[config.mk]
export PLATFORM = sky130hd
export DESIGN_NAME = speed2phase
export DESIGN_NICKNAME = d
export VERILOG_FILES = /design/src/rtl/hilbert_pkg.sv /design/src/rtl/speed_ramp.sv /design/src/rtl/speed2phase.sv
export SDC_FILE = /design/constraint.sdc
export NUM_CORES = 1
export LEC_CHECK = 0
export ABC_AREA = 0
export CAP_MARGIN = 5
export CORE_MARGIN = 2
export CORE_UTILIZATION = 50
export CTS_CLUSTER_SIZE = 14
export DETAILED_ROUTE_END_ITERATION = 8
export GPL_TIMING_DRIVEN = 0
export PLACE_DENSITY = 0.76
export SYNTH_ARGS = -nofsm -noshare
export SYNTH_HDL_FRONTEND = slang
export SYNTH_HIERARCHICAL = 1
export SYNTH_SLANG_ARGS = --single-unit
[constraint.sdc]
create_clock -name clock -period 12.7 [get_ports clock]
set_clock_uncertainty 0.2 [all_clocks]
set_input_delay 1.905 -clock clock [delete_from_list [all_inputs] [get_ports clock]]
set_output_delay 1.905 -clock clock [all_outputs]
set_load 0.005 [all_outputs]
[src/rtl/hilbert_pkg.sv]
// rtl/hilbert_pkg.sv - shared widths, FSM states and saturation helper for the HilbertFilter datapath
package hilbert_pkg;

    localparam int SPEED_W    = 16;
    localparam int PHASE_W    = 19;
    localparam int SPEED_FRAC = 10;
    localparam int PROD_W     = SPEED_W + 16;

    typedef enum logic [1:0] {
        IDLE = 2'd0,
        RAMP = 2'd1,
        MUL  = 2'd2
    } state_t;

    localparam logic signed [PROD_W-1:0] PHASE_MAX = PROD_W'((1 << (PHASE_W - 1)) - 1);
    localparam logic signed [PROD_W-1:0] PHASE_MIN = -PHASE_MAX - PROD_W'(1);

    function automatic logic signed [PHASE_W-1:0] sat_phase(input logic signed [PROD_W-1:0] v);
        if (v > PHASE_MAX)
            return PHASE_MAX[PHASE_W-1:0];
        else if (v < PHASE_MIN)
            return PHASE_MIN[PHASE_W-1:0];
        else
            return v[PHASE_W-1:0];
    endfunction

endpackage

[src/rtl/speed_ramp.sv]
// rtl/speed_ramp.sv - combinational slew of the current speed toward the target
module speed_ramp
    import hilbert_pkg::*;
(
    input  logic signed [SPEED_W-1:0] target,
    input  logic signed [SPEED_W-1:0] cur,
    input  logic        [3:0]         ramplen,
    output logic signed [SPEED_W-1:0] next_cur
);

    localparam int DW = SPEED_W + 1;

    logic signed [DW-1:0] diff;
    logic signed [DW-1:0] step;

    // Arithmetic shift floors, so |step| <= |diff| and the result can never overshoot.
    always_comb begin
        diff = DW'(target) - DW'(cur);
        step = diff >>> ramplen;
        if (step == '0 && diff != '0)
            step = diff[DW-1] ? {DW{1'b1}} : DW'(1);
        next_cur = cur + $signed(step[SPEED_W-1:0]);
    end

endmodule

[src/rtl/speed2phase.sv]
// rtl/speed2phase.sv - speed-to-phase synthesizer: slewed speed, scaled phase sample, wrapping accumulator
module speed2phase
    import hilbert_pkg::*;
#(
    parameter int unsigned KSCALE = 1608,
    parameter int unsigned KSHIFT = 8
)
(
    input  logic                      clock,
    input  logic                      reset,
    input  logic                      sample,
    input  logic                      speed_load,
    input  logic signed [SPEED_W-1:0] speed,
    input  logic        [3:0]         ramplen,
    output logic signed [PHASE_W-1:0] phase,
    output logic signed [PHASE_W-1:0] phase_acc,
    output logic                      ready,
    output logic                      busy
);

    state_t state;
    state_t state_nxt;
    logic   do_ramp;
    logic   do_mul;

    logic signed [SPEED_W-1:0] target;
    logic signed [SPEED_W-1:0] cur;
    logic signed [SPEED_W-1:0] ramp_target;
    logic signed [SPEED_W-1:0] cur_nxt;
    logic signed [PROD_W-1:0]  prod;
    logic signed [PHASE_W-1:0] phase_nxt;

    always_ff @(posedge clock or posedge reset) begin
        if (reset)
            state <= IDLE;
        else
            state <= state_nxt;
    end

    always_comb begin
        state_nxt = state;
        case (state)
            IDLE:    if (sample) state_nxt = RAMP;
            RAMP:    state_nxt = MUL;
            MUL:     state_nxt = IDLE;
            default: state_nxt = IDLE;
        endcase
    end

    always_comb begin
        busy    = (state != IDLE);
        do_ramp = (state == RAMP);
        do_mul  = (state == MUL);
    end

    // A load landing on the RAMP edge itself still steers that ramp.
    assign ramp_target = speed_load ? speed : target;

    speed_ramp u_ramp (
        .target   (ramp_target),
        .cur      (cur),
        .ramplen  (ramplen),
        .next_cur (cur_nxt)
    );

    always_comb begin
        prod      = PROD_W'(cur) * $signed(PROD_W'(KSCALE));
        phase_nxt = sat_phase(prod >>> KSHIFT);
    end

    always_ff @(posedge clock or posedge reset) begin
        if (reset) begin
            target    <= '0;
            cur       <= '0;
            phase     <= '0;
            phase_acc <= '0;
            ready     <= 1'b0;
        end else begin
            ready <= do_mul;
            if (speed_load)
                target <= speed;
            if (do_ramp)
                cur <= cur_nxt;
            if (do_mul) begin
                phase     <= phase_nxt;
                phase_acc <= phase_acc + phase_nxt;
            end
        end
    end

endmodule
==> results.yml <==
sta:
  hold_viol_final: 0
  rsz0062_at_grt: "no"
  max_freq_mhz: 113
  min_period_ns: 8.82
  worstMarginPinSlew_ns: 0.812
  slew_headroom: 0.455
  finalCritPeriodShare: 0.695
  setup_violations: 0
  slew_viol_final: 0
  setup_tns_ns: 0
yosys:
  synth_most_common_cell: "ha_1"
  synthesis.instances: 978
  yosys_warnings: 6
  ys_seq_area_frac: 0.211
  syn_area_sq_um: 8660
  ys_async_sr_fraction: 1.00
  synth_edf_count: 0
  synth_largest_area_cell: "dfrtp_1"
  yosys-top-cells-count: "ha_1, nand2_1, dfrtp_1"
  netlist.area_leader.share: 0.211
  synthDistinctLibCells: 77
  avgSynthCellArea_sq_um: 8.85
  ys.flop_type: "dfrtp_1"
  yosys-top-cells-area: "dfrtp_1, ha_1, fa_1"
  synth_nets: 1143
  ys_seq_elements: 73
flow_run:
  cap_violations: 0
placed_design:
  gp_congestion: 0.946
  hpwl_mm: 17.7
  placed_area_sq_um: 9560
  numPortBuffers: 59
clock_tree:
  cts_buffer_depth: 2
  path_clk_slew_ns: 0.06
  numCtsBuffers: 9
  htree_levels: 3
  cts_root_buf: "clkbuf_16"
  cts-resized-gates: 0
  ctsHoldBuffers: 0
  post-cts-setup-buffers: 0
  clock-sinks: 73
  cts_tree: "done"
  insertion_delay_ns: 0.36
die:
  placement_rows: 48
  fp.dieH_microns: 136
  core_area_sq_um: 17100
  start_util: 0.506
  die_w_microns: 136
  ioPinCount: 64
  fp.dieArea_sq_um: 18400
finish:
  area_delta_synth_final_pct: 14.0
  num-fill-cells: 1577
  final_area_sq_um: 9870
  nets: 1214
  num_antenna_cells: 0
  drive_gt1_frac: 0.104
setup_path:
  required_ns: 12.74
  cp_max_fo: 10
  cpPeakStageDelay_ns: 0.59
  cp.arrival_ns: 8.86
  cp_common_cell: "a21oi_1"
  path_class: "primary input to flip-flop"
  startpoint_type: "primary input"
  slowest_stage: "o311ai_0"
  reg2reg_slack_ns: 5.51
  cp-end-kind: "flip-flop"
  reg2reg_depth: 25
detailed_routing:
  finalWirelength_mm: 22.3
  wire_per_inst_microns: 17.5
  drtIter0Drc: 632
  dr_total_vias: 7771
  firstDrtPassIters: 5
  drc: 0
  ant_nets: 0
  via_per_inst: 6.08
global_routing:
  grt_pass1_wl_mm: 36.4
  antenna_found_initial: 0
  grt_pass1_vias: 7285
  use_met3: 0.0389
  met1_usage: 0.354
  use_met2: 0.383
  gr-total-overflow: 0
  busiest_layer: "met2"
  grt_start_max_net_pins: 72
  grt_use_total: 0.248
hold_path:
  hp-class: "flip-flop to flip-flop"
  whs_path_depth: 2
status:
  status: "finished, final reports clean"
-- area by class of cell --
cell class / instances / area [sq um] / share of cell area
well taps: 225 / 282 / 0.0285
clock buffers: 9 / 225 / 0.0228
plain buffers: 37 / 174 / 0.0176
inverters: 52 / 198 / 0.0200
repair buffers: 60 / 618 / 0.0627
flip-flops and latches: 73 / 1830 / 0.185
clock inverters: 7 / 82.6 / 0.00837
multi-input cells: 816 / 6460 / 0.655
-- per-layer routing --
metal / wire length, microns / part of all wire / vias to the layer above
met1: 10300 / 0.46 / 3705
met2: 10000 / 0.45 / 303
met5: 0 / 0 / -
li1: - / - / 3726
met4: 531 / 0.024 / 0
met3: 1420 / 0.064 / 37
-- critical path: cells and delay by family --
family | cells | cell delay [ns]
compound gates | 15 | 3.55
xor+xnor | 1 | 0.13
fa+ha+maj | 2 | 0.51
buf+inv | 3 | 0.96
mux | 3 | 1.19
simple gates | 3 | 0.60
-- metrics by stage --
| stage | instances | worst slack, ns | hold slack [ns] | utilization |
|---|---|---|---|---|
| floorplan | 978 | 4.51 | 0.272 | - |
| global placement | 1262 | 3.65 | 0.262 | 0.557 |
| detailed placement | 1263 | 3.59 | 0.270 | 0.558 |
| CTS | 1279 | 3.93 | 0.284 | 0.576 |
| global route | 1279 | 3.41 | 0.305 | 0.576 |
| finish | 1279 | 3.88 | 0.279 | 0.576 |
-- cell families after synthesis --
family	after synthesis	share of synthesized area
multiplexers	52	0.0747
adder cells (fa/ha/maj)	144	0.232
AND/OR/NAND/NOR	265	0.144
AO/OA/AOI/OAI	292	0.232
flip-flops	73	0.211
XOR/XNOR	63	0.0637
buffers and inverters	89	0.0426
-- worst paths after layout --
path | start | endpoint
hold / removal | phase[2]$_DFFE_PP0P_ | phase[2]$_DFFE_PP0P_
hold reg to reg | phase[2]$_DFFE_PP0P_ | phase[2]$_DFFE_PP0P_
setup / recovery | speed_load | cur[15]$_DFFE_PP0N_
max in group asynchronous | reset | phase[13]$_DFFE_PP0P_
setup reg to reg | cur[1]$_DFFE_PP0N_ | phase_acc[12]$_DFFE_PP0P_
min in group asynchronous | reset | target[0]$_DFF_PP0_
-- flip-flops by register name (all words and copies together), names as in the netlist --
| signal | flops |
|---|---|
| ready | 1 |
| phase_acc | 19 |
| cur | 16 |
| target | 16 |
| phase | 19 |
| state | 2 |
-- placed cells by master, fill, tap and decap left out, types with 6 or more instances in the layout --
cell type,instances
xor2_1,22
o211ai_1,12
clkdlybuf4s50_1,59
a211o_1,7
a21o_1,20
o21bai_1,6
or4_1,6
o2111ai_1,7
nand2_1,99
dfrtp_1,73
nor2_1,64
o31ai_1,7
o21ai_0,62
clkbuf_1,21
and2_1,7
or3_1,6
fa_1,28
clkbuf_16,9
buf_2,7
nor3_1,20
mux4_2,6
a21boi_0,7
a21oi_1,71
nand3_1,19
nor2b_1,9
nand2b_1,6
o21a_1,14
mux2_2,41
xnor2_1,41
inv_1,50
a211oi_1,16
ha_1,113
Power is not shown: default switching activity piles up to over one toggle a cycle in this logic, so the estimate is an artifact.
